### config.mk
export PLATFORM = sky130hd
export DESIGN_NAME = game_score_keeper
export DESIGN_NICKNAME = d
export VERILOG_FILES = /design/src/rtl/game_score_keeper.sv
export SDC_FILE = /design/constraint.sdc
export NUM_CORES = 1
export LEC_CHECK = 0
export ABC_CLOCK_PERIOD_IN_PS = 4300
export CORE_MARGIN = 3
export CORE_UTILIZATION = 55
export CTS_CLUSTER_DIAMETER = 30
export DETAILED_ROUTE_END_ITERATION = 8
export PLACE_DENSITY = 0.82
export SETUP_SLACK_MARGIN = 0.2
export SYNTH_ARGS = -nofsm -noshare
export SYNTH_HDL_FRONTEND = slang
export SYNTH_SLANG_ARGS = --single-unit
### constraint.sdc
create_clock -name clk_i -period 4.3 [get_ports clk_i]
set_input_delay 0.43 -clock clk_i [delete_from_list [all_inputs] [get_ports clk_i]]
set_output_delay 0.43 -clock clk_i [all_outputs]
set_load 0.05 [all_outputs]
### src/rtl/game_score_keeper.sv
// -----------------------------------------------------------------------------
// game_score_keeper
//   Score and serve sequencer for a two-sided paddle game. Tracks the player
//   and enemy scores, pauses for a fixed number of video frames before each
//   serve, enables the ball only during play and flags the end of the game.
//
// Parameters
//   WIN_SCORE      points that end the game (1..9, scores stay one digit)
//   SERVE_FRAMES   frame ticks of pause before each serve (>= 1)
//   RESTART_FRAMES frame ticks spent in GAME_OVER before an automatic restart
//
// Ports
//   clk_i             system clock, rising edge
//   rst_i             synchronous active-high reset
//   frame_tick_i      one-cycle pulse per video frame
//   player_goal_i     one-cycle pulse, player scores
//   enemy_goal_i      one-cycle pulse, enemy scores
//   new_game_i        request a new game
//   player_score_o    binary player score
//   enemy_score_o     binary enemy score
//   ball_en_o         high only while in PLAY
//   serve_to_player_o next serve direction, 1 = toward player
//   game_over_o       high only while in GAME_OVER
//   player_won_o      winner while game_over_o, 1 = player
//
// Configuration
//   GAME_SCORE_AUTO_RESTART_EN  when defined, the RESTART_FRAMES-th frame tick
//   in GAME_OVER starts a new game; otherwise GAME_OVER holds until
//   new_game_i or rst_i and RESTART_FRAMES is unused.
// -----------------------------------------------------------------------------

package score_pkg;
  // Scores are a single decimal digit (0..9).
  localparam int MAX_SCORE_W = 4;
endpackage

module game_score_keeper
  import score_pkg::*;
#(
  parameter int WIN_SCORE      = 9,
  parameter int SERVE_FRAMES   = 60,
  parameter int RESTART_FRAMES = 180
) (
  input  logic                   clk_i,
  input  logic                   rst_i,
  input  logic                   frame_tick_i,
  input  logic                   player_goal_i,
  input  logic                   enemy_goal_i,
  input  logic                   new_game_i,
  output logic [MAX_SCORE_W-1:0] player_score_o,
  output logic [MAX_SCORE_W-1:0] enemy_score_o,
  output logic                   ball_en_o,
  output logic                   serve_to_player_o,
  output logic                   game_over_o,
  output logic                   player_won_o
);

  localparam int MAX_FRAMES = (SERVE_FRAMES > RESTART_FRAMES) ? SERVE_FRAMES : RESTART_FRAMES;
  localparam int CNT_W      = $clog2(MAX_FRAMES + 1);

  localparam logic [CNT_W-1:0]       SERVE_LAST   = CNT_W'(SERVE_FRAMES - 1);
  localparam logic [MAX_SCORE_W-1:0] WIN_VAL      = MAX_SCORE_W'(WIN_SCORE);
  localparam logic [MAX_SCORE_W-1:0] ONE          = MAX_SCORE_W'(1);

  typedef enum logic [1:0] {
    SERVE     = 2'd0,
    PLAY      = 2'd1,
    GAME_OVER = 2'd2
  } state_t;

  state_t                 state, state_nxt;
  logic [CNT_W-1:0]       cnt, cnt_nxt;
  logic [MAX_SCORE_W-1:0] p_score, p_score_nxt;
  logic [MAX_SCORE_W-1:0] e_score, e_score_nxt;
  logic                   serve_dir, serve_dir_nxt;
  logic                   won, won_nxt;
  logic                   restart;

  // Restart request: external, or the automatic timeout out of GAME_OVER.
`ifdef GAME_SCORE_AUTO_RESTART_EN
  localparam logic [CNT_W-1:0] RESTART_LAST = CNT_W'(RESTART_FRAMES - 1);
  assign restart = new_game_i ||
                   (state == GAME_OVER && frame_tick_i && cnt == RESTART_LAST);
`else
  assign restart = new_game_i;
`endif

  always_comb begin
    // NOTE: every combinational output gets a default first so no path
    // through the case leaves it unassigned, which would infer a latch.
    state_nxt     = state;
    cnt_nxt       = cnt;
    p_score_nxt   = p_score;
    e_score_nxt   = e_score;
    serve_dir_nxt = serve_dir;
    won_nxt       = won;

    if (restart) begin
      // A new game wins over any goal pulse in the same cycle.
      state_nxt     = SERVE;
      cnt_nxt       = '0;
      p_score_nxt   = '0;
      e_score_nxt   = '0;
      serve_dir_nxt = 1'b0;
      won_nxt       = 1'b0;
    end else begin
      unique case (state)
        SERVE: begin
          if (frame_tick_i) begin
            if (cnt == SERVE_LAST) begin
              state_nxt = PLAY;
              cnt_nxt   = '0;
            end else begin
              cnt_nxt = cnt + 1'b1;
            end
          end
        end

        PLAY: begin
          if (player_goal_i && enemy_goal_i) begin
            // Ambiguous point: nobody scores, re-serve the same way.
            state_nxt = SERVE;
            cnt_nxt   = '0;
          end else if (player_goal_i) begin
            p_score_nxt   = p_score + ONE;
            serve_dir_nxt = 1'b0;
            cnt_nxt       = '0;
            if (p_score + ONE == WIN_VAL) begin
              state_nxt = GAME_OVER;
              won_nxt   = 1'b1;
            end else begin
              state_nxt = SERVE;
            end
          end else if (enemy_goal_i) begin
            e_score_nxt   = e_score + ONE;
            serve_dir_nxt = 1'b1;
            cnt_nxt       = '0;
            if (e_score + ONE == WIN_VAL) begin
              state_nxt = GAME_OVER;
              won_nxt   = 1'b0;
            end else begin
              state_nxt = SERVE;
            end
          end
        end

        GAME_OVER: begin
`ifdef GAME_SCORE_AUTO_RESTART_EN
          // The final tick is handled by restart above.
          if (frame_tick_i) cnt_nxt = cnt + 1'b1;
`endif
        end

        default: begin
          state_nxt = SERVE;
          cnt_nxt   = '0;
        end
      endcase
    end
  end

  always_ff @(posedge clk_i) begin
    // NOTE: state registers use non-blocking assignments so every register
    // samples the pre-edge values regardless of statement order.
    if (rst_i) begin
      state     <= SERVE;
      cnt       <= '0;
      p_score   <= '0;
      e_score   <= '0;
      serve_dir <= 1'b0;
      won       <= 1'b0;
    end else begin
      state     <= state_nxt;
      cnt       <= cnt_nxt;
      p_score   <= p_score_nxt;
      e_score   <= e_score_nxt;
      serve_dir <= serve_dir_nxt;
      won       <= won_nxt;
    end
  end

  assign player_score_o    = p_score;
  assign enemy_score_o     = e_score;
  assign ball_en_o         = (state == PLAY);
  assign game_over_o       = (state == GAME_OVER);
  assign serve_to_player_o = serve_dir;
  assign player_won_o      = won;

endmodule

Word level (Yosys, flattened, before mapping)
Index checks and enable logic that the tools add are counted.

Output and inout port bits: 12. Register bits after elaboration: 20. Logic and storage cells: 52. Input bits: 6.

Reduce and logical (&&, ||, !) cells: 11. Bitwise logic cells: 3. Muxes and demuxes: 20. Add/sub/neg operators: 3. Eq/ne operators: 9.

Operators by type and width (count): $mux 8 (5); $pmux 8 s3 (1); $mux 2 (7); $reduce_and 3->1 (3); $add 4x1->4 const B (2); $add 8x1->8 const B (1); $eq 4x4->1 const B (2); $eq 8x6->1 const B (1); $reduce_and 4->1 (2); $mux 1 (6); $pmux 2 s3 (1); $reduce_and 5->1 (1); $ne 2x2->1 const B (2); $ne 4x3->1 const B (1); $reduce_bool 2->1 (2); $not 1->1 (3); $eq 2x1->1 const B (1); $eq 2x2->1 const B (1); $logic_not 2->1 (1); $ne 2x1->1 const B (1); $reduce_or 2->1 (1); $logic_and 1x1->1 (1).

Longest topological paths before layout
Gate-level depths: netlist of run 1.

Depth after elaboration: 7. Depth in mapped cells: 8. Gate-level depth less buffers: 7.

Worst setup path before layout of run 1
No wires, ideal clock.

Path type: input port to flip-flop. Start: input port player_goal_i. End: register cnt[1]. Data arrival time: 1.553 ns. Buffers on the path: 1. Cell stages on the path: 7. Required time: 4.230 ns. Library setup time: 0.070 ns. Setup slack: 2.677 ns. Cells stage by stage: ha_1 nand3b_1 o22a_2 o31ai_1 nand2b_1 clkbuf_1 a21oi_1.

Cells in the longest elaborated chain, start to end: 3. Elaborated cells on any way between the ends: 6. Those cells by class: 1 x eq/ne; 3 x mux; 2 x reduce/logical.

RTL lines: from (decl) (line 47) `input logic player_goal_i,`; $mux 8 or $logic_and 1x1->1 (tied branches) (line 124, 120); $mux 8 or $ne 4x3->1 (tied branches); $pmux 8 s3 or $reduce_and 3->1 (tied branches); to (signal assigned) (line 174) `cnt <= cnt_nxt;`; to (decl) (line 72) `logic [CNT_W-1:0] cnt, cnt_nxt;`.

Parallel ways exist; a longest one is shown, timed or not. A chain may end at the register's enable or synchronous reset.

Final worst setup path of run 1
Start: register state[0]. End: output port ball_en_o.

Cells in the longest elaborated chain, start to end: 1.

RTL lines: from (decl) (line 71) `state_t state, state_nxt;`; from (signal assigned) (line 173) `state <= state_nxt;`; $eq 2x1->1 (line 184) `assign ball_en_o = (state == PLAY);`; to (decl) (line 52) `output logic ball_en_o,`.

Every way passes these cells.

==> results of run 1 <==
area by class of cell:
type | instances | area [µm²]
clock buffer | 3 | 22.5
clock inverter | 1 | 30.0
fill | 156 | 467
inverter | 8 | 30.0
multi-input combinational | 92 | 613
sequential | 20 | 400
tap | 25 | 31.3
timing repair buffer | 17 | 170
sequential cells by signal, indices dropped and copies added, names as in the netlist:
signal	flops
state	2
cnt	8
serve_to_player_o	1
player_score_o	4
enemy_score_o	4
player_won_o	1
worst paths after layout:
check                              start                to  slack, ps  cells past startpoint
worst min register to register    cnt[1]            cnt[1]        490                      2
worst max-delay path            state[0]         ball_en_o       1940                      2
worst max register to register  state[0]  enemy_score_o[3]       2680                      5
worst min-delay path              cnt[1]            cnt[1]        490                      2
cell usage after synthesis:
cell type,instances,share of area (%)
a31o_2,1,0.83
and2_1,1,0.59
nor4b_4,1,2.2
dfxtp_1,20,38
nor4_1,1,0.59
buf_4,1,0.71
nand3_1,5,2.4
o21ai_0,3,1.4
or3b_1,1,0.83
nand4_1,6,3.5
nor2_1,15,5.3
or3_1,2,1.2
o31ai_1,1,0.71
nor2b_1,1,0.59
clkbuf_1,2,0.71
nand3b_1,1,0.71
mux2i_1,1,0.95
and2b_1,1,0.71
and3_1,1,0.59
ha_1,8,9.5
nand2_1,10,3.5
nand4b_1,2,1.7
inv_1,8,2.8
a21oi_1,8,3.8
o22a_2,1,0.95
xor2_1,9,7.4
nor3b_1,1,0.71
xnor2_1,3,2.5
nor3_1,1,0.47
or2_2,1,0.59
o21a_1,1,0.71
nand2b_1,2,1.2
o22ai_1,3,1.8
logic make-up (layout without fill, tap and decap cells):
| kind of cell | count (synthesis) | count (layout) | synth area share [%] |
|---|---|---|---|
| xor gates and xnor gates | 12 | 12 | 9.93 |
| adders and majority gates | 8 | 8 | 9.46 |
| and+or+nand+nor | 53 | 53 | 27.4 |
| buffers and inverters | 11 | 29 | 4.26 |
| muxes | 1 | 1 | 0.946 |
| DFF | 20 | 20 | 37.8 |
| AOI/OAI and AO/OA | 18 | 18 | 10.2 |
where the power goes:
part / leakage, nW / internal (mW) / switching (mW)
logic: 0.271 / 0.00827 / 0.0104
clock network: 0.0279 / 0.0943 / 0.0630
registers: 0.161 / 0.186 / 0.000691
total: 0.460 / 0.288 / 0.0741
routing by layer:
layer	track usage, %	wire length (µm)	up-vias
met5	0	0	-
met4	10.6	51	0
met3	3.32	55	7
met2	32.2	1020	17
met1	23.2	1020	408
li1	-	-	458
tightest hold or removal path: cells and delay by family, from the launching register on:
| kind | cells | cell delay, ps |
|---|---|---|
| flip-flops | 1 | 340 |
| AND/OR/NAND/NOR | 1 | 60 |
| AO/OA/AOI/OAI | 1 | 50 |
metrics by stage:
step                      power (mW)  utilization [%]  hold WS (ps)  setup slack, ps
after floorplan                0.201                -           444             2680
after global placement         0.208             70.6           456             1900
after detailed placement       0.209             70.6           469             1770
after CTS                      0.365             73.5           486             1930
after global routing           0.373             73.5           531             1840
final                          0.363             73.5           489             1940
==> qor.yml, run 1 <==
worst_setup_path:
  worstPathArrival_ps: 1930
  critPathCaptureType: "primary output"
  criticalPathCategory: "flip-flop to primary output"
  crit_buf_inv: 1
  cp.required_ps: 3870
  crit_chain: "and2b_1 -> clkdlybuf4s50_1"
  start_kind: "flip-flop"
  cpMaxStageDelayCell: "clkdlybuf4s50_1"
  critical-path-max-stage-delay_ps: 860
  crit_family: "buffers and inverters"
  crit_fanout: 9
clock_network:
  post-cts-setup-buffer-count: 0
  cts_buffers: 3
  clkLatencyLatePin_ps: 310
  ctsResizeCount: 0
  cts_tree: "done"
  clock_path_buffers: 2
  cts_root_buf: "clkbuf_4"
  htree_levels: 1
  holdBufCountCts: 0
  path_clk_slew_ps: 120
  cts_sinks: 20
detailed_routing:
  antenna_left: 0
  initialDrtViolationCount: 10
  viasPerCell: 5.36
  drt_first_pass_iters: 4
  via_count: 890
  routed_wl_mm: 2.15
  drc_errors: 0
  wire_per_inst_um: 12.9
grt:
  grt_first_pass_wirelength_mm: 3.64
  overflow: 0
  grt_max_degree: 14
  track_usage_pct: 19.3
  antenna_found_initial: 0
  grt_pass1_vias: 838
min_path:
  hp-class: "flip-flop to flip-flop"
synth:
  synth_nets: 137
  synth-seq-cells: 20
  yosysWarnings: 0
  avgSynthCellArea_um2: 8.61
  syn_inst: 123
  ys_seq_area_share_pct: 37.8
  synth_cell_types: 33
  netlist_area_um2: 1060
timing:
  fin_crit_ps: 2360
  period_share_pct: 54.9
  skew_ps: 3.85
  setup_viol: 0
  rsz0062_at_grt: "no"
  tns_ps: 0
  maxSlewViolCount: 0
  final_hold_viol_count: 0
  max_slew_margin_pct: 66.8
  fmax_ghz: 0.423
  tightest_slew_ps: 496
floorplanning:
  start_util_pct: 60.0
  core_um2: 1760
  dieWidth_um: 49.9
  dieArea_um2: 2490
  die_y_um: 49.9
  io_pins: 18
  num_rows: 15
place:
  dp.cells: 162
  gp_congestion: 0.862
  io_buffer_count: 17
  postPlaceCellArea_um2: 1240
  hpwlAfterDp_mm: 1.64
final_layout:
  finalInstanceArea_um2: 1300
  final_layout_size_suffix_gt1_share_pct: 5.67
  final_cell_mix: "20 x dfxtp_1, 17 x clkdlybuf4s50_1, 15 x nor2_1"
  diodes: 0
  nets: 156
  final_common_cell: "dfxtp_1"
  syn_to_final_growth_pct: 22.6
  fin_cells: 166
run_status:
  status: "finished clean"
job:
  cap_violations: 0
power_and_ir_drop:
  max-vdd-ir-drop_uv: 199
  leakage_nw: 0.460
  power_density_nw_per_um2: 279
Note: power is estimated with default switching activity, not from simulation.
==> run 2: changes to the inputs <==
--- a/config.mk
+++ b/config.mk
@@ -5,12 +5,12 @@
 export SDC_FILE = /design/constraint.sdc
 export NUM_CORES = 1
 export LEC_CHECK = 0
-export ABC_CLOCK_PERIOD_IN_PS = 4300
+export ABC_CLOCK_PERIOD_IN_PS = 2450
 export CORE_MARGIN = 3
-export CORE_UTILIZATION = 55
+export CORE_UTILIZATION = 51
 export CTS_CLUSTER_DIAMETER = 30
 export DETAILED_ROUTE_END_ITERATION = 8
-export PLACE_DENSITY = 0.82
+export PLACE_DENSITY = 0.77
 export SETUP_SLACK_MARGIN = 0.2
 export SYNTH_ARGS = -nofsm -noshare
 export SYNTH_HDL_FRONTEND = slang
==> constraint.sdc (replaced) <==
create_clock -name clk_i -period 2.45 [get_ports clk_i]
set_input_delay 0.245 -clock clk_i [delete_from_list [all_inputs] [get_ports clk_i]]
set_output_delay 0.245 -clock clk_i [all_outputs]
set_load 0.05 [all_outputs]
==> run 2 against run 1 <==
Effect of this change: global-route usage is 0.33 points lower; first-iteration DRC count down 70%; flip-flop and latch count is the same; largest cell class unchanged; core utilization down 3.9 points; clock-buffer cell count up 1; power grew 51%; die area is 6.9% higher.
==> qor.yml, run 2 (synthesis gave the netlist of run 1 again) <==
worst_setup_path:
  cpMaxStageDelayCell: "clkdlybuf4s50_1"  # unchanged
  crit_chain: "and2b_1 -> clkdlybuf4s50_1"  # unchanged
  criticalPathCategory: "flip-flop to primary output"  # unchanged
  critical-path-max-stage-delay_ps: 870  # was 860 ps
  worstPathArrival_ps: 1940  # was 1930 ps
  start_kind: "flip-flop"  # unchanged
  crit_fanout: 9  # unchanged
  crit_family: "buffers and inverters"  # unchanged
  r2r_setup_slack_ps: 810  # was 2680 ps
  crit_buf_inv: 1  # unchanged
  cp.required_ps: 2200  # was 3870 ps
  critPathCaptureType: "primary output"  # unchanged
timing:
  max_slew_margin_pct: 65.7  # was 66.8%
  rsz0062_at_grt: "no"  # unchanged
  fin_crit_ps: 2180
  fin_ws_ps: 269  # was 1940 ps
  skew_ps: 2.97  # was 3.85 ps
  setup_viol: 0  # unchanged
  fmax_ghz: 0.459
  tightest_slew_ps: 513  # was 496 ps
  final_hold_viol_count: 0  # unchanged
  period_share_pct: 89.0
  maxSlewViolCount: 0  # unchanged
  tns_ps: 0  # unchanged
final_layout:
  final_cell_mix: "20 x dfxtp_1, 17 x clkdlybuf4s50_1, 15 x nor2_1"  # unchanged
  syn_to_final_growth_pct: 21.0  # was 22.6%
  nets: 156  # unchanged
  final_layout_size_suffix_gt1_share_pct: 5.67  # unchanged
  regMostFlops: "cnt"  # unchanged
  finalInstanceArea_um2: 1280  # was 1300 µm²
  diodes: 0  # unchanged
  final_common_cell: "dfxtp_1"  # unchanged
  largest_reg_flops: 8  # unchanged
power_and_ir_drop:
  leakage_nw: 0.453  # was 0.460 nW
  power_density_nw_per_um2: 427  # was 279 nW/µm²
  max-vdd-ir-drop_uv: 419  # was 199 µV
clock_network:
  path_clk_slew_ps: 110  # was 120 ps
  cts_buffers: 3  # unchanged
  htree_levels: 1  # unchanged
  post-cts-setup-buffer-count: 0  # unchanged
  clock_path_buffers: 2  # unchanged
  holdBufCountCts: 0  # unchanged
  cts_tree: "done"  # unchanged
  ctsResizeCount: 0  # unchanged
  clkLatencyLatePin_ps: 300  # was 310 ps
  cts_root_buf: "clkbuf_4"  # unchanged
  cts_sinks: 20  # unchanged
floorplanning:
  dieArea_um2: 2660  # was 2490 µm²
  core_um2: 1840  # was 1760 µm²
  start_util_pct: 57.6  # was 60.0%
  dieWidth_um: 51.6  # was 49.9 µm
  num_rows: 15  # unchanged
  io_pins: 18  # unchanged
  die_y_um: 51.6  # was 49.9 µm
place:
  postPlaceCellArea_um2: 1240  # unchanged
  hpwlAfterDp_mm: 1.61  # was 1.64 mm
  pre_cts_slack_ps: 157  # was 1770 ps
  io_buffer_count: 17  # unchanged
  gp_congestion: 0.803  # was 0.862
detailed_routing:
  antenna_left: 0  # unchanged
  wire_per_inst_um: 12.2  # was 12.9 µm
  routed_wl_mm: 2.03  # was 2.15 mm
  drc_errors: 0  # unchanged
  viasPerCell: 5.31  # was 5.36
  via_count: 882  # was 890
  drt_first_pass_iters: 4  # unchanged
  initialDrtViolationCount: 3  # was 10
grt:
  grt_first_pass_wirelength_mm: 3.72  # was 3.64 mm
  grt_max_degree: 14  # unchanged
  overflow: 0  # unchanged
  track_usage_pct: 18.9  # was 19.3%
  grt_pass1_vias: 859  # was 838
  antenna_found_initial: 0  # unchanged
run_status:
  status: "finished clean"  # unchanged
min_path:
  hp-class: "flip-flop to flip-flop"  # unchanged
job:
  cap_violations: 0  # unchanged
run 2: changes by cell type in the layout (fill, tap and decap cells not counted):
cell	change
clkbuf_8	+1
bufinv_16	-1
run 2: power by group:
| group | internal (mW) | switching [mW] |
|---|---|---|
| Clock | 0.0908 | 0.0982 |
| Combinational | 0.0145 | 0.0170 |
| Sequential | 0.326 | 0.00106 |
| Total | 0.431 | 0.116 |
run 2: tightest hold or removal path, stage by stage (launching register included):
cell and delay [ps]:
dfxtp_1 340, nand2_1 60, a21oi_1 50
run 2: cell type report:
| cell class | count | area, µm² |
|---|---|---|
| Clock buffer | 4 | 36.3 |
| Fill cell | 175 | 558 |
| Inverter | 8 | 30.0 |
| Multi-Input combinational cell | 92 | 613 |
| Sequential cell | 20 | 400 |
| Tap cell | 25 | 31.3 |
| Timing Repair Buffer | 17 | 170 |
run 2: routing by layer:
metal | wire [µm] | up-vias | part of all wire (%) | track usage, %
met5 | 0 | - | 0 | 0
met4 | 27 | 0 | 1.3 | 6.55
met3 | 100 | 5 | 4.9 | 7.16
met2 | 970 | 16 | 48 | 32.8
met1 | 933 | 401 | 46 | 21.0
li1 | - | 460 | - | -
run 2: worst paths after layout:
check	startpoint	to	cells after the start
hold reg to reg	cnt[1]	cnt[1]	2
setup reg to reg	state[0]	enemy_score_o[3]	5
hold / removal	cnt[1]	cnt[1]	2
setup / recovery	state[0]	ball_en_o	2
run 2: per-stage QoR:
stage	cells	total power [mW]	util (%)	hold WS [ps]
global route	166	0.574	69.7	526
floorplan	123	0.353	-	435
CTS	166	0.555	69.7	485
global placement	162	0.366	67.7	456
finish	166	0.548	69.7	481
detailed placement	162	0.366	67.7	470
==> RTL change 1: new RTL, flow settings as in run 1 <==
The 3 states of `state_t` get a one-hot encoding in 3 bits.
--- a/src/rtl/game_score_keeper.sv
+++ b/src/rtl/game_score_keeper.sv
@@ -63,8 +63,8 @@
   localparam logic [MAX_SCORE_W-1:0] ONE          = MAX_SCORE_W'(1);
 
-  typedef enum logic [1:0] {
-    SERVE     = 2'd0,
-    PLAY      = 2'd1,
-    GAME_OVER = 2'd2
+  typedef enum logic [2:0] {
+    SERVE     = 3'b001,
+    PLAY      = 3'b010,
+    GAME_OVER = 3'b100
   } state_t;
 
Behaviour: same outputs for any inputs over 10 cycles, from zero or initial values; not proved beyond that.
==> RTL change 1 against run 1 <==
- final area increased by 2.7%
- count of clock-buffer cells in the layout up 1
- routed wire length shrank 1.6%
- worst setup slack worse by 0.19 ns
- area after synthesis increased by 4.7%
- power down 15%
- sequential cell count grew 1
- largest power group unchanged
- highest routed layer unchanged
==> RTL change 1: results (changes against run 1) <==
Worst-Skew Late Latency: 0.30 ns
cells resized by post-CTS repair: 0 (unchanged)
# DRC: 0 (unchanged)
post-synthesis cell type count: 28 (was 33)
first-pass GRT wire length: 3684 um (was 3636 um)
Final Skew: 0.004231 ns (was 0.003854 ns)
root buf cell: clkbuf_4 (unchanged)
vias in the first global route: 907 (was 838)
M2 GR Usage: 30.87% (was 32.16%)
Synth warnings: 0 (unchanged)
share of cells above drive strength 1: 6.993% (was 5.674%)
Biggest register: cnt (unchanged)
top cells by area, synth: dfxtp_1 38%, ha_1 9.0%, nor2_1 7.1% (was dfxtp_1 38%, ha_1 9.5%, xor2_1 7.4%)
worst min-delay path class: flop to flop (unchanged)
clock buffer depth: 2 (unchanged)
postcts setup bufs: 0 (unchanged)
wire per inst: 12.59 um (was 12.95 um)
outcome: finished clean (unchanged)
Synth top cells by count: 21 x dfxtp_1, 21 x nor2_1, 9 x xnor2_1, 8 x ha_1 (was 20 x dfxtp_1, 15 x nor2_1, 10 x nand2_1, 9 x xor2_1)
WL met3: 85 um (was 55 um)
Worst IR Drop VDD: 0.0001629 V (was 0.0001993 V)
Critical Path AT: 2.13 ns (was 1.93 ns)
CP max FO: 7 (was 9)
total global-route track usage: 18.64% (was 19.25%)
crit-path leading delay family: buffers and inverters (unchanged)
Synth Net Count: 137 (unchanged)
met1 Use GR: 22.85% (was 23.18%)
Top Metal Used: met4 (unchanged)
ys flop type: dfxtp_1 (unchanged)
Leak: 0.4539 nW (was 0.4601 nW)
vias: 901 (was 890)
Final nets: 158 (was 156)
Worst-Margin Slew: 0.4883 ns (was 0.4959 ns)
CP peak stage delay: 0.87 ns
fillcell total: 143 (was 156)
initial antenna violation count: 0 (unchanged)
post-detail-place hpwl: 1640 um (about the same)
P_int: 239.8 uW (was 288.5 uW)
largest net degree at the start of global routing: 14 (unchanged)
register area share after synthesis: 37.92% (was 37.83%)
met3 Use GR: 5.539% (was 3.323%)
met2 wire length: 1003 um (was 1017 um)
initial drt markers: 18 (was 10)
Met1 Wirelength: 1000 um (was 1024 um)
RePlAce Congestion: 0.7770 (was 0.8624)
==> RTL change 1: worst paths after layout <==
check	from	end	slack [ns]	cells past startpoint
worst max register to register	cnt[1]	cnt[1]	2.59	6
worst max-delay path	state[2]	game_over_o	1.74	2
worst min-delay path	player_won_o	player_won_o	0.49	2
worst min register to register	player_won_o	player_won_o	0.49	2
==> RTL change 1: final cells by class <==
cell class	instances	area (um^2)	share of cell area [%]
repair buffers	17	170.2	12.77
well taps	25	31.28	2.347
clock buffers	4	26.28	1.972
inverters	7	26.28	1.972
flip-flops and latches	21	420.4	31.55
multi-input cells	94	658.1	49.39
==> RTL change 1: cells by family (layout without fill, tap and decap cells) <==
group / Yosys count / after routing / synth area share, %
simple gates: 54 / 54 / 27.09
flops: 21 / 21 / 37.92
xor+xnor: 16 / 16 / 12.64
compound gates: 14 / 14 / 8.804
fa+ha+maj: 8 / 8 / 9.030
buf+inv: 8 / 28 / 2.709
mux: 2 / 2 / 1.806
==> RTL change 1: power groups by stage <==
stage	combinational (mW)	sequential, mW	clock [mW]
2_1_floorplan	0.0108	0.200	0
5_1_grt	0.0202	0.196	0.103
4_1_cts	0.0186	0.196	0.0957
6_report	0.0184	0.196	0.0935
3_5_place_dp	0.0184	0.200	0
3_3_place_gp	0.0181	0.200	0
==> RTL change 1: through the flow <==
stage	std cells	power [mW]	hold WS (ns)	cell area [um^2]	worst slack, ns
2_1_floorplan	123	0.2108	0.4792	1109	2.319
3_3_place_gp	164	0.2181	0.4649	1306	1.983
3_5_place_dp	164	0.2186	0.4736	1306	1.942
4_1_cts	168	0.3100	0.4912	1333	1.757
5_1_grt	168	0.3192	0.5206	1333	1.687
6_report	168	0.3075	0.4877	1333	1.743
==> RTL change 2: new RTL, settings of run 1 <==
Without the edit above. Set the parameter `SERVE_FRAMES` to 30 (it was 60).
--- a/src/rtl/game_score_keeper.sv
+++ b/src/rtl/game_score_keeper.sv
@@ -39,5 +39,5 @@
 #(
   parameter int WIN_SCORE      = 9,
-  parameter int SERVE_FRAMES   = 60,
+  parameter int SERVE_FRAMES   = 30,
   parameter int RESTART_FRAMES = 180
 ) (
Behaviour: no difference found for any inputs over 10 cycles, from zero or initial values; that may be too few to reach the edited logic, so the function may still have changed.
==> RTL change 2 against run 1 <==
- final area grew 2.1%
- first-iteration DRC count grew to 2.7 times the old value
- critical endpoint unchanged
- synthesized cell count increased by 4.1%
- routed wire length is 11% higher
- area after synthesis is 4.8% higher
- combinational power rose by 16%
- sequential cell count did not move
- worst hold slack gained 0.0073 ns
- power down 17%
- via count increased by 8.4%
- worst setup slack got worse by 0.080 ns
==> RTL change 2: results (changes against run 1) <==
final WL: 2379 um (was 2149 um)
CP max-delay cell: clkdlybuf4s50_1 (unchanged)
Critical Path AT: 2.01 ns (was 1.93 ns)
Reg clk slew, reported paths: 0.11 ns
dpl cell area: 0.001303 mm^2 (was 0.001245 mm^2)
Final nets: 163 (was 156)
Pre-Repair DR Iteration Count: 3 (was 4)
largest net degree at the start of global routing: 13 (was 14)
postcts setup bufs: 0 (unchanged)
first-pass GRT wire length: 4043 um (was 3636 um)
Leak: 0.4640 nW (was 0.4601 nW)
vias: 965 (was 890)
Synth warnings: 0 (unchanged)
Die Width: 50.92 um (was 49.87 um)
Port Buf Inserts: 17 (unchanged)
Syn Area/Cell: 8.670 um^2 (was 8.606 um^2)
root buf cell: clkbuf_4 (unchanged)
Biggest register: cnt (unchanged)
initial antenna violation count: 0 (unchanged)
Synth Net Count: 143 (was 137)
Worst IR Drop VDD: 0.0001830 V (was 0.0001993 V)
Final Skew: 0.004079 ns (was 0.003854 ns)
Final Non-Filler Cells: 171 (was 166)
post-detail-place hpwl: 1773 um (was 1640 um)
number of flip-flops under the largest register name: 8 (unchanged)
post-synthesis cell type count: 37 (was 33)
CTS Buf Count: 3 (unchanged)
total global-route track usage: 20.79% (was 19.25%)
Worst-Skew Late Latency: 0.31 ns (about the same)
# DRC: 0 (unchanged)
RePlAce Congestion: 0.7300 (was 0.8624)
Synth top cells by count: 20 x dfxtp_1, 14 x nor2_1, 10 x a21oi_1, 9 x ha_1, 9 x nand3_1 (was 20 x dfxtp_1, 15 x nor2_1, 10 x nand2_1, 9 x xor2_1)
clock buffer depth: 2 (unchanged)
asr flop ratio synth: 0% (unchanged)
initial drt markers: 27 (was 10)
ANT cells: 0 (unchanged)
vias in the first global route: 943 (was 838)
worst min-delay path class: flop to flop (unchanged)
CP peak stage delay: 0.84 ns (was 0.86 ns)
htree depth: 1 (unchanged)
cells resized by post-CTS repair: 0 (unchanged)
register area share after synthesis: 36.08% (was 37.83%)
Worst-Margin Slew: 0.5923 ns (was 0.4959 ns)
top cells by area, synth: dfxtp_1 36%, ha_1 10%, nor2_1 4.7% (was dfxtp_1 38%, ha_1 9.5%, xor2_1 7.4%)
CP max FO: 12 (was 9)
share of cells above drive strength 1: 4.795% (was 5.674%)
ys flop type: dfxtp_1 (unchanged)
outcome: finished clean (unchanged)
[RTL change 2: cell types whose count changed in the layout (fill, tap and decap cells not counted), moves of 3 or more]
cell	delta
xor2_1	-4
nand2_1	-4
o22ai_1	-3
nand3_1	+4
nand4_1	-5
xnor2_1	+3
[RTL change 2: worst paths after layout]
kind         cells after the start   endpoint     start  slack, ns
max                              2  ball_en_o  state[0]       1.86
min                              2     cnt[7]    cnt[7]       0.50
max reg2reg                      5     cnt[1]    cnt[0]       2.46
min reg2reg                      2     cnt[7]    cnt[7]       0.50
[RTL change 2: cell type report]
type	instances	area [um^2]
Clock buffer	3	22.52
Inverter	7	26.28
Tap cell	25	31.28
Multi-Input combinational cell	99	674.4
Fill cell	151	495.5
Timing Repair Buffer	17	170.2
Sequential cell	20	400.4
[RTL change 2: routing by layer]
| layer | wire length (um) | global-route usage [%] | vias up |
|---|---|---|---|
| met5 | 0 | 0 | - |
| met4 | 42 | 9.417 | 0 |
| met3 | 75 | 2.624 | 4 |
| met2 | 1142 | 35.41 | 20 |
| met1 | 1118 | 25.91 | 451 |
| li1 | - | - | 490 |
[RTL change 2: logic make-up after synthesis]
group                      Yosys count  synth area share [%]
xor gates and xnor gates            11                 8.681
and+or+nand+nor                     51                 25.14
buffers and inverters                9                 3.156
AOI/OAI and AO/OA                   28                 16.80
adders and majority gates            9                 10.15
DFF                                 20                 36.08
[RTL change 2: power breakdown]
part / internal [mW] / leakage (nW) / switching [mW] / total, mW
Sequential: 0.186 / 0.161 / 0.00156 / 0.188
Combinational: 0.00939 / 0.289 / 0.0123 / 0.0217
Clock: 0.0328 / 0.0138 / 0.0581 / 0.0908
[RTL change 2: critical path, delay by kind of cell (launching register included)]
kind                   cells  cell delay, ns
buffers and inverters      1            0.84
DFF                        1            0.57
and+or+nand+nor            1            0.29
